`config.mk`:
```
export PLATFORM = sky130hd
export DESIGN_NAME = mux8_lane_sequencer
export DESIGN_NICKNAME = d
export VERILOG_FILES = /design/src/rtl/mux8_lane_sequencer.sv
export SDC_FILE = /design/constraint.sdc
export NUM_CORES = 1
export LEC_CHECK = 0
export ABC_AREA = 1
export CORE_AREA = 2 2 410 412
export CTS_CLUSTER_DIAMETER = 100
export DETAILED_ROUTE_END_ITERATION = 10
export DIE_AREA = 0 0 412 414
export HOLD_SLACK_MARGIN = 0.05
export SKIP_CTS_REPAIR_TIMING = 1
export SLEW_MARGIN = 20
export SYNTH_ARGS = -nofsm -noshare
export SYNTH_HDL_FRONTEND = slang
export SYNTH_SLANG_ARGS = --single-unit
```
`constraint.sdc`:
```
create_clock -name clk -period 2.5 [get_ports clk]
set_input_delay 0.5 -clock clk [delete_from_list [all_inputs] [get_ports clk]]
set_output_delay 0.5 -clock clk [all_outputs]
set_load 0.01 [all_outputs]
```
`src/rtl/mux8_lane_sequencer.sv`:
```
// Feeds an 8:1 lane mux: captures a packed group of lane words and walks the
// mux select across the valid lanes under a valid/ready handshake downstream.
module mux8_lane_sequencer #(
    parameter int DATA_W = 64,
    parameter int LANES  = 8,
    parameter int SEL_W  = 4,
    parameter int CNT_W  = 16
) (
    input  logic                    clk,
    input  logic                    rst,
    input  logic                    in_valid,
    output logic                    in_ready,
    input  logic [DATA_W*LANES-1:0] in_data,
    input  logic [3:0]              in_count,
    output logic [DATA_W-1:0]       lane_1,
    output logic [DATA_W-1:0]       lane_2,
    output logic [DATA_W-1:0]       lane_3,
    output logic [DATA_W-1:0]       lane_4,
    output logic [DATA_W-1:0]       lane_5,
    output logic [DATA_W-1:0]       lane_6,
    output logic [DATA_W-1:0]       lane_7,
    output logic [DATA_W-1:0]       lane_8,
    output logic [SEL_W-1:0]        select,
    output logic                    out_valid,
    input  logic                    out_ready,
    output logic                    out_last,
    output logic [CNT_W-1:0]        group_cnt,
    output logic                    busy
);

    typedef enum logic {IDLE, SEND} state_t;

    state_t                         state_q, state_d;
    logic [SEL_W-1:0]               sel_q, sel_d;
    logic [3:0]                     cnt_q, cnt_d;
    logic [CNT_W-1:0]               grp_q, grp_d;
    logic [LANES-1:0][DATA_W-1:0]   lanes_q, lanes_d;

    logic [3:0] cnt_eff;
    logic       beat;
    logic       last;
    logic       accept;

    // Out-of-range counts (0 or above 8) mean a full group.
    assign cnt_eff   = (in_count == 4'd0 || in_count > 4'd8) ? 4'd8 : in_count;

    assign out_valid = (state_q == SEND);
    assign busy      = (state_q == SEND);
    assign last      = out_valid && (sel_q == SEL_W'(cnt_q - 4'd1));
    assign out_last  = last;
    assign beat      = out_valid & out_ready;
    // Combinational out_ready -> in_ready path lets a new group chain onto the last beat.
    assign in_ready  = (state_q == IDLE) | (beat & last);
    assign accept    = in_valid & in_ready;

    always_comb begin
        state_d = state_q;
        sel_d   = sel_q;
        cnt_d   = cnt_q;
        grp_d   = grp_q;
        lanes_d = lanes_q;
        if (beat && last) begin
            grp_d   = grp_q + CNT_W'(1);
            state_d = IDLE;
            sel_d   = '0;
        end else if (beat) begin
            sel_d = sel_q + SEL_W'(1);
        end
        if (accept) begin
            state_d = SEND;
            sel_d   = '0;
            cnt_d   = cnt_eff;
            for (int k = 0; k < LANES; k++) begin
                lanes_d[k] = (4'(k) < cnt_eff) ? in_data[k*DATA_W +: DATA_W] : '0;
            end
        end
    end

    always_ff @(posedge clk) begin
        if (rst) begin
            state_q <= IDLE;
            sel_q   <= '0;
            cnt_q   <= 4'd8;
            grp_q   <= '0;
            lanes_q <= '0;
        end else begin
            state_q <= state_d;
            sel_q   <= sel_d;
            cnt_q   <= cnt_d;
            grp_q   <= grp_d;
            lanes_q <= lanes_d;
        end
    end

    assign select    = sel_q;
    assign group_cnt = grp_q;
    assign lane_1    = lanes_q[0];
    assign lane_2    = lanes_q[1];
    assign lane_3    = lanes_q[2];
    assign lane_4    = lanes_q[3];
    assign lane_5    = lanes_q[4];
    assign lane_6    = lanes_q[5];
    assign lane_7    = lanes_q[6];
    assign lane_8    = lanes_q[7];

endmodule

```
-- After elaboration in Yosys (flattened, before gate mapping)
Index checks and enable logic that the tools add are counted.
- register bits after elaboration: 537
- bits of input ports: 520
- output and inout port bits: 536
- $add $sub $neg: 3
- order comparisons: 9
- equal/unequal tests: 1
- muxes and demuxes: 11
- bitwise operators: 5
- reductions and logical operators: 6
- operators by type and width (cell ; number):
    $mux 64 ; 8
    $add 16x1->16 const B ; 1
    $lt 3x4->1 const A ; 4
    $lt 1x4->1 const A ; 2
    $lt 2x4->1 const A ; 2
    $add 4x1->4 const B ; 1
    $eq 4x4->1 ; 1
    $gt 4x4->1 const B ; 1
    $logic_not 4->1 ; 1
    $mux 4 ; 1
    $sub 4x1->4 const B ; 1
    $and 1x1->1 ; 3
    $reduce_or 3->1 ; 1
    $logic_and 1x1->1 ; 2
    $mux 1 ; 2
    $reduce_bool 2->1 ; 1
    $logic_or 1x1->1 ; 1
    $not 1->1 ; 1
    $or 1x1->1 ; 1

-- Longest topological paths before layout
Gate-level depths: netlist of the first run.
- depth in word-level cells: 7
- mapped depth: 15

-- Least setup slack after synthesis of the first run
OpenSTA, ideal clock, no wires.
- path kind: register -> output
- start point: reg cnt_q[0]
- end point: out in_ready
- arrival time: 1.640 ns
- data required time: 2.000 ns
- path slack: 0.360 ns
- cell stages (with the launch flop): 11
- path buffers: 1
- cells stage by stage: dfxtp_1 -> inv_1 -> ha_1 -> nand2_1 -> inv_1 -> nor2_1 -> nand2_1 -> nor2_2 -> nand3_2 -> nand2_2 -> clkbuf_1
- cells in the longest elaborated chain, start to end: 5
- RTL lines (item ; line ; RTL):
    from (decl) ; 35 ; logic [3:0] cnt_q, cnt_d;
    from (signal assigned) ; 89 ; cnt_q <= cnt_d;
    $sub 4x1->4 ; 49 ; assign last = out_valid && (sel_q == SEL_W'(cnt_q - 4'd1));
    $eq 4x4->1 ; 49 ;
    $logic_and 1x1->1 ; 49 ;
    $and 1x1->1 ; 53 ; assign in_ready = (state_q == IDLE) | (beat & last);
    $or 1x1->1 ; 53 ;
    to (decl) ; 12 ; output logic in_ready,
Every way passes these cells.

-- Worst setup path in the final report of the first run
- start point: reg cnt_q[1]
- end point: out in_ready
The elaborated chain is that of the path after synthesis.

==> results.md, run 1 <==
* Layout cells sized above 1 at 6.17%
* Clock Tree Root: clkbuf_16
* Slew Viols, Final at 0
* Metal3 WL at 12.1 mm
* # IOs at 1056
* H-tree Lvls at 3
* Part of the cycle the worst path needs at 97.5%
* Total power divided by cell area at 617 mW/mm²
* Post-synthesis sequential area ratio at 47.6%
* Number of max-cap violations at 0
* Commonest non-fill, non-tap cells in the layout: nand2_1, clkdlybuf4s50_1, nand3_1
* First-pass GRT wire length at 180 mm
* Worst EP required at 2.00 ns
* Grt total ovfl at 0
* Die Wd at 412 µm
* DR vias at 25300
* Startpoint types: register
* Final Wtd Congestion at 0.937
* Antenna violations before repair at 54
* Area growth syn-to-layout at 73.0%
* Clk sinks at 537
* Clock slew at reported path FFs at 0.05 ns
* Row Count at 150
* YS warnings at 0
* Most common cell after layout, fill and taps aside: nand2_1
* Mapped Nets at 3916
* Fin cells at 6703
* Largest net degree at the start of global routing at 92
* Cells after DPL at 6558
* Die Height at 414 µm
* Iter 0 DRT Violations at 1956
* Core area at 0.166 mm²
* Synth Instances at 3393
* Longest Clk Path Bufs at 3
* Slew @ Worst Pin at 0.764 ns
* Vias per cell at 3.78
* Outcome: finished clean
* Fin crit period at 2.44 ns
* CTS tree: done
* FMAX at 410 MHz
* # port buffers at 1055
* Syn_area_per_cell at 6.65 µm²
* Initial core utilization at 13.6%
* Vias in the first global route at 24300
* Synth Cell Area at 0.0226 mm²
* DRT Pass-1 Iters at 6
* Post-DP HPWL at 103 mm
* Worst slack, placed at -0.219 ns
* WL/cell at 19.5 µm
* Critical Path AT at 1.94 ns
* Met2 wire length at 62.3 mm
* P_leak at 18.1 nW
* Global-route usage over all layers at 14.6%
* Post-synth cell types at 30
* Wl on met1 at 52.3 mm
* Worst Setup Path Type: reg -> out
* DR top layer: met5
* Die ar. at 0.171 mm²
* Peak supply drop at 0.406 mV
* Synth Register Bits at 537
* Post-route DRC at 0
* Routed Antenna Nets at 0
* Nets at 4956
* Final WL at 131 mm
* CP Capture Type: output port
* Hold WC Path Type: in -> reg
* Total CTS buffers at 73
* Layout Skew at 0.0211 ns
* Worst slew margin at 48.5%
* Power consumption at 24.1 mW
* Final Hold Viols at 0
* Final WS setup at 0.0634 ns
* # setup viols final at 0
* Skew-Pair Late Insertion Delay at 0.65 ns
* RSZ-0062 raised after global routing: yes
* CP Max Fanout at 4
## where the power goes
part           internal [mW]  leakage [nW]  total, mW  switching (mW)
Clock                   6.28          1.14       10.6            4.33
Sequential              9.02          4.39       9.30           0.278
Combinational           2.08          12.6       4.20            2.13
## path summary, 6_finish.rpt
kind	start	to	slack (ns)	depth (start not counted)
setup / recovery	cnt_q[1]	in_ready	0.06	10
hold / removal	in_data[38]	lane_1[38]	0.39	3
setup reg to reg	cnt_q[1]	lane_3[23]	0.10	16
hold reg to reg	lane_8[29]	lane_8[29]	0.46	2
## metrics by stage
stage | util (%) | area, µm² | hold slack, ns | TNS, ns
after floorplan | - | 22600 | 0.448 | 0
after global placement | 22.0 | 36500 | 0.449 | -11.94
after detailed placement | 22.0 | 36500 | 0.451 | -14.39
after CTS | 23.4 | 38900 | 0.299 | -1.41
after global routing | 23.5 | 39000 | 0.321 | -0.103
final | 23.5 | 39000 | 0.389 | 0
## layout make-up
cell class              instances  area (µm²)
repair buffers               1194       12200
well taps                    2204        2760
fillers                     18400      127000
diodes                         12        30.0
clock buffers                 109        2140
multi-input cells            2148        9140
flip-flops and latches        537       10800
inverters                     479        1810
clock inverters                20         255
## sequential cells by signal, summed over array words and instances, names as in the netlist
register and flops:
cnt_q 4, lane_1 64, lane_2 64, busy 1
lane_8 64, lane_6 64, lane_7 64, lane_5 64
lane_3 64, select 4, group_cnt 16, lane_4 64
## critical path, cell delays in order (launching register included)
cell     delay, ns
dfxtp_2       0.33
inv_2         0.05
ha_4          0.23
nand2_2       0.06
inv_2         0.03
nor2_2        0.09
nand2_1       0.06
nor2_2        0.12
nand3_2       0.11
nand2_4       0.10
buf_6         0.11
## cell usage after synthesis, drive strengths merged
library cell / instances / area share, %
nand2: 1056 / 18
nand3: 557 / 12
dfxtp: 537 / 48
inv: 479 / 8.0
nor2: 415 / 7.0
buf: 127 / 2.7
clkbuf: 102 / 1.7
a21oi: 80 / 1.8
o21ai: 9 / 0.20
xor2: 7 / 0.27
nor3: 6 / 0.13
nand4: 5 / 0.14
ha: 3 / 0.17
xnor2: 3 / 0.12
nand3b: 2 / 0.066
a21boi: 1 / 0.033
mux2i: 1 / 0.044
nor4: 1 / 0.028
o21bai: 1 / 0.033
o31ai: 1 / 0.055
## routing by layer
layer / vias up / track usage (%)
met5: - / 0
met4: 78 / 4.00
met3: 228 / 5.27
met2: 933 / 24.8
met1: 11700 / 17.2
li1: 12400 / -
## cell families after synthesis
family,after synthesis,synth area share [%]
AO/OA/AOI/OAI,92,2.10
XOR/XNOR,10,0.388
adder cells (fa/ha/maj),3,0.166
buffers and inverters,708,12.4
flip-flops,537,47.6
multiplexers,1,0.0443
AND/OR/NAND/NOR,2042,37.3
Note: power is estimated with default switching activity, not from simulation.
==> run 2: changes to the inputs <==
--- a/config.mk
+++ b/config.mk
@@ -6,10 +6,11 @@
 export NUM_CORES = 1
 export LEC_CHECK = 0
 export ABC_AREA = 1
-export CORE_AREA = 2 2 410 412
+export CORE_AREA = 2 2 405 407
+export CTS_BUF_LIST = sky130_fd_sc_hd__clkbuf_2 sky130_fd_sc_hd__clkbuf_4 sky130_fd_sc_hd__clkbuf_8
 export CTS_CLUSTER_DIAMETER = 100
 export DETAILED_ROUTE_END_ITERATION = 10
-export DIE_AREA = 0 0 412 414
+export DIE_AREA = 0 0 407 409
 export HOLD_SLACK_MARGIN = 0.05
 export SKIP_CTS_REPAIR_TIMING = 1
 export SLEW_MARGIN = 20
==> constraint.sdc (replaced) <==
create_clock -name clk -period 2.8 [get_ports clk]
set_input_delay 0.56 -clock clk [delete_from_list [all_inputs] [get_ports clk]]
set_output_delay 0.56 -clock clk [all_outputs]
set_load 0.01 [all_outputs]
==> results.md, run 2 (synthesis results as in run 1) <==
* Final WL at 124 mm
* Fin cells at 6722
* DR vias at 25900
* Cells on worst reg2reg path at 16
* Cells after DPL at 6522
* First-pass GRT wire length at 173 mm
* Critical path's slowest cell: dfxtp_4
* Layout Skew at 0.0445 ns
* Power consumption at 20.7 mW
* Clk sinks at 537
* Core area at 0.162 mm²
* NetSw at 5.82 mW
* Max stage delay on crit path at 0.38 ns
* Critical Path AT at 2.14 ns
* Skew-Pair Late Insertion Delay at 0.80 ns
* # IOs at 1056
* Worst slew margin at 43.1%
* Iter 0 DRT Violations at 1978
* Flop2flop setup slack at 0.30 ns
* CP most frequent cell: nor2_2
* # port buffers at 1055
* Fillers at 18000
* Setup_tns at 0 ns
* Sequential share of power at 40.2%
* Largest net degree at the start of global routing at 84
* Die Height at 409 µm
* Clock power share at 42.0%
* Slew Viols, Final at 0
* Grt total ovfl at 0
* Finished Cell Area at 0.0387 mm²
* Post-route DRC at 0
* Longest Clk Path Bufs at 3
* Nets at 4975
* Routed Antenna Nets at 0
* DRT Pass-1 Iters at 6
* # setup viols final at 0
* Most common cell after layout, fill and taps aside: nand2_1
* Post-DP HPWL at 97.8 mm
* WL/cell at 18.5 µm
* Comb power frac at 17.9%
* Die Wd at 407 µm
* CP Max Fanout at 4
* Hold WC Path Type: in -> reg
* Clock slew at reported path FFs at 0.06 ns
* Final Hold Viols at 0
* Crit path buf inv count at 3
* Final Wtd Congestion at 0.919
* Area growth syn-to-layout at 71.6%
* Antenna violations before repair at 47
* Layout cells sized above 1 at 7.53%
* Part of the cycle the worst path needs at 96.3%
* CP Depth at 10
* Vias per cell at 3.85
* P_leak at 18.0 nW
* CP Capture Type: output port
* FF-to-FF Start: cnt_q[0]
* Worst r2r dst: lane_2[25]
* Slew @ Worst Pin at 0.853 ns
* Startpoint types: register
* Endpoint, Worst Hold: lane_8[55]
* FMAX at 371 MHz
* Number of max-cap violations at 0
* P_int at 14.9 mW
* Worst EP required at 2.24 ns
* Initial core utilization at 13.9%
* Hold path cells at 3
* Switching Share at 28.1%
* Total CTS buffers at 100
* Placed Area at 0.0364 mm²
* H-tree Lvls at 3
* Hold Startpoint: in_valid
* Total power divided by cell area at 534 mW/mm²
* Peak supply drop at 0.362 mV
* Fin crit period at 2.70 ns
* RSZ-0062 raised after global routing: yes
* Global-route usage over all layers at 14.2%
* Row Count at 148
* Commonest non-fill, non-tap cells in the layout: nand2_1, clkdlybuf4s50_1, nand3_1
* Critical path's top delay family: simple AND/OR/NAND/NOR gates
* Worst Setup Path Type: reg -> out
* Min Hold Slack at 0.265 ns
* Outcome: finished clean
* Clock Tree Root: clkbuf_8
* Vias in the first global route at 24600
* Die ar. at 0.166 mm²
* Crit path cell chain: inv_4 > ha_4 > nand2_2 > inv_2 > nor2_2 > nand2_1 > nor2_2 > nand3_2 > nand2_4 > buf_6
* CTS tree: done
run 2: stage by stage:
stage / worst slack [ns] / utilization, %
2_1_floorplan: 0.600 / -
3_3_place_gp: 0.00541 / 22.4
3_5_place_dp: 0.0113 / 22.4
4_1_cts: -0.758 / 23.8
5_1_grt: -0.0558 / 23.9
6_report: 0.104 / 23.9
run 2: how the worst max path moves through the flow:
stage,start,end
6_report,cnt_q[0],in_ready
4_1_cts,cnt_q[0],in_ready
3_3_place_gp,in_count[1],lane_5[31]
3_5_place_dp,in_count[1],lane_5[59]
5_1_grt,cnt_q[0],in_ready
2_1_floorplan,cnt_q[0],in_ready
run 2: power by group through the flow:
stage	clock (mW)	combinational, mW	sequential, mW
after global routing	9.27	3.97	8.35
after global placement	0	3.69	8.46
after floorplan	0	1.13	8.60
after detailed placement	0	3.70	8.47
final	8.69	3.70	8.31
after CTS	8.95	3.72	8.31
run 2: final cells by class:
type                       instances  area [µm²]  share of cell area, %
tap                             2175        2720                   7.03
clock inverter                    20         275                  0.711
clock buffer                     160        2000                   5.17
sequential                       537       10800                   27.8
timing repair buffer            1186       12000                   31.0
multi-input combinational       2148        9130                   23.6
antenna                           17        42.5                  0.110
inverter                         479        1810                   4.67
run 2: worst register-to-register path, delay by kind of cell (launching register included):
family	cells	cell delay (ns)
flops	1	0.38
buf+inv	5	0.96
fa+ha+maj	1	0.21
simple gates	10	0.88
run 2: routing by layer:
metal  GRT usage [%]  vias up  routed length (µm)
met3            5.39      255               13200
met5           0.263        -                 556
li1                -    12400                   -
met4            6.09       68                4790
met2            23.3     1147               58300
met1            16.4    12000               47300
==> run 3: changes to the inputs <==
--- a/config.mk
+++ b/config.mk
@@ -6,11 +6,11 @@
 export NUM_CORES = 1
 export LEC_CHECK = 0
 export ABC_AREA = 1
-export CORE_AREA = 2 2 405 407
+export CORE_AREA = 2 2 413 415
 export CTS_BUF_LIST = sky130_fd_sc_hd__clkbuf_2 sky130_fd_sc_hd__clkbuf_4 sky130_fd_sc_hd__clkbuf_8
 export CTS_CLUSTER_DIAMETER = 100
 export DETAILED_ROUTE_END_ITERATION = 10
-export DIE_AREA = 0 0 407 409
+export DIE_AREA = 0 0 415 417
 export HOLD_SLACK_MARGIN = 0.05
 export SKIP_CTS_REPAIR_TIMING = 1
 export SLEW_MARGIN = 20
==> constraint.sdc (replaced) <==
create_clock -name clk -period 2.2 [get_ports clk]
set_input_delay 0.44 -clock clk [delete_from_list [all_inputs] [get_ports clk]]
set_output_delay 0.44 -clock clk [all_outputs]
set_load 0.01 [all_outputs]
==> results.md, run 3 (synthesis results as in run 1) <==
* Outcome: finished, violations left
* Failing checks: setup timing
* Final Hold Viols at 0
* Multi-input gate area at 0.00923 mm²
* # IOs at 1056
* Commonest non-fill, non-tap cells in the layout: nand2_1, clkdlybuf4s50_1, nand3_1
* CP Capture Type: output port
* Worst EP required at 1.76 ns
* Final Wtd Congestion at 0.974
* Die Wd at 415 µm
* Total CTS buffers at 106
* Slew @ Worst Pin at 0.816 ns
* Cells on worst reg2reg path at 18
* Critical path launch point: cnt_q[1]
* Met3 Use GR at 4.35%
* Most common cell after layout, fill and taps aside: nand2_1
* # setup viols final at 608
* FMAX at 356 MHz
* Critical Path AT at 2.37 ns
* Longest Clk Path Bufs at 3
* DR vias at 26300
* Flop2flop setup slack at -0.33 ns
* Vias per cell at 3.82
* Grt total ovfl at 0
* Crit path cell chain: inv_2 > ha_4 > nand2_2 > inv_2 > nor2_1 > nand2_1 > nor2_4 > nand3_4 > nand2_4 > buf_12 > buf_12
* Fin util at 24.3%
* Hold path cells at 3
* RSZ-0062 raised after global routing: yes
* DRT Pass-1 Iters at 6
* Final WS setup at -0.610 ns
* Skew-Pair Late Insertion Delay at 0.84 ns
* CTS tree: done
* Antenna violations before repair at 35
* # port buffers at 1055
* Row Count at 151
* Hold WC Path Type: in -> reg
* Clock Tree Root: clkbuf_8
* Clock slew at reported path FFs at 0.06 ns
* Peak supply drop at 0.552 mV
* Iter 0 DRT Violations at 2269
* Hold Startpoint: in_data[63]
* Number of max-cap violations at 0
* WL/cell at 20.3 µm
* Total power divided by cell area at 669 mW/mm²
* Critical path's top delay family: simple AND/OR/NAND/NOR gates
* Final WL at 139 mm
* Die ar. at 0.173 mm²
* Startpoint types: register
* Post-route DRC at 0
* First-pass GRT wire length at 179 mm
* Power consumption at 27.3 mW
* Routed Antenna Nets at 0
* Clk sinks at 537
* Fin crit period at 2.81 ns
* Nets at 5082
* Part of the cycle the worst path needs at 128%
* Top Usage Layer GRT: met2
* Crit path buf inv count at 4
* Worst r2r dst: lane_2[7]
* Slew Viols, Final at 0
* Largest net degree at the start of global routing at 82
* M2 GR Usage at 23.1%
* Endpoint, Worst Hold: lane_1[63]
* Area growth syn-to-layout at 81.1%
* Worst slew margin at 45.6%
* Layout Skew at 0.0635 ns
* Layout cells sized above 1 at 10.3%
* H-tree Lvls at 3
* Critical path's slowest cell: dfxtp_2
* Min Hold Slack at 0.139 ns
* Die Height at 417 µm
* CP Max Fanout at 5
* P_leak at 19.2 nW
* Post-DP HPWL at 104 mm
* FF+latch area at 0.0108 mm²
* CP Depth at 11
* Max stage delay on crit path at 0.35 ns
* Initial core utilization at 13.4%
* Global-route usage over all layers at 14.3%
* Met1 usage at 18.0%
* Vias in the first global route at 24300
* FF-to-FF Start: cnt_q[1]
* Core area at 0.169 mm²
* Worst Setup Path Type: reg -> out
* Fillers at 18500
==> run 3: changes by cell type in the layout (fill, tap and decap cells not counted), sizes merged <==
cell	delta
dlygate4sd3	+1
buf	+69
clkbuf	+42
diode	+2
dlymetal6s2s	+13
clkinvlp	+1
clkinv	+1
inv	+2
clkdlybuf4s50	-18
==> run 3: area by class of cell <==
class / count / area share (%)
multi-input combinational: 2148 / 22.6
sequential: 537 / 26.3
inverter: 479 / 4.42
timing repair buffer: 1287 / 34.0
clock buffer: 166 / 5.04
antenna: 19 / 0.116
clock inverter: 24 / 0.726
tap: 2218 / 6.79
==> run 3: layer usage <==
| layer | vias to the layer above | wire length (µm) |
|---|---|---|
| met1 | 12300 | 57800 |
| met2 | 1120 | 66100 |
| li1 | 12700 | - |
| met3 | 174 | 12200 |
| met5 | - | 13 |
| met4 | 2 | 3400 |
==> run 3: stage by stage <==
stage	cells	instance area (µm²)	setup TNS, ns	setup WS, ns
global route	6875	40900	-208.96	-0.801
detailed placement	6610	37000	-105.23	-0.367
finish	6878	40900	-97.29	-0.610
global placement	6610	37000	-101.22	-0.378
floorplan	3393	22600	0	0.120
CTS	6800	39400	-133.46	-0.999
==> run 3: worst max path at each step <==
stage	to
finish	in_ready
global route	in_ready
CTS	in_ready
detailed placement	lane_5[20]
global placement	lane_5[18]
floorplan	in_ready
==> run 3: where the power goes <==
| part | total, mW | switching (mW) | leakage [nW] | internal [mW] |
|---|---|---|---|---|
| registers | 10.6 | 0.321 | 4.39 | 10.2 |
| clock network | 11.4 | 4.90 | 1.24 | 6.54 |
| logic | 5.33 | 2.63 | 13.6 | 2.69 |
==> run 3: worst reg2reg max path, stage by stage, from the launching register on <==
cell	delay [ns]
dfxtp_2	0.35
inv_2	0.06
ha_4	0.24
nand2_2	0.07
inv_2	0.03
nor2_1	0.08
nand2_1	0.09
nor2_4	0.13
nand3_4	0.13
nand2_4	0.11
buf_4	0.13
nand2_8	0.08
nor2_8	0.17
buf_6	0.17
buf_6	0.13
clkbuf_16	0.17
buf_16	0.13
nand2_1	0.08
nand2_1	0.08
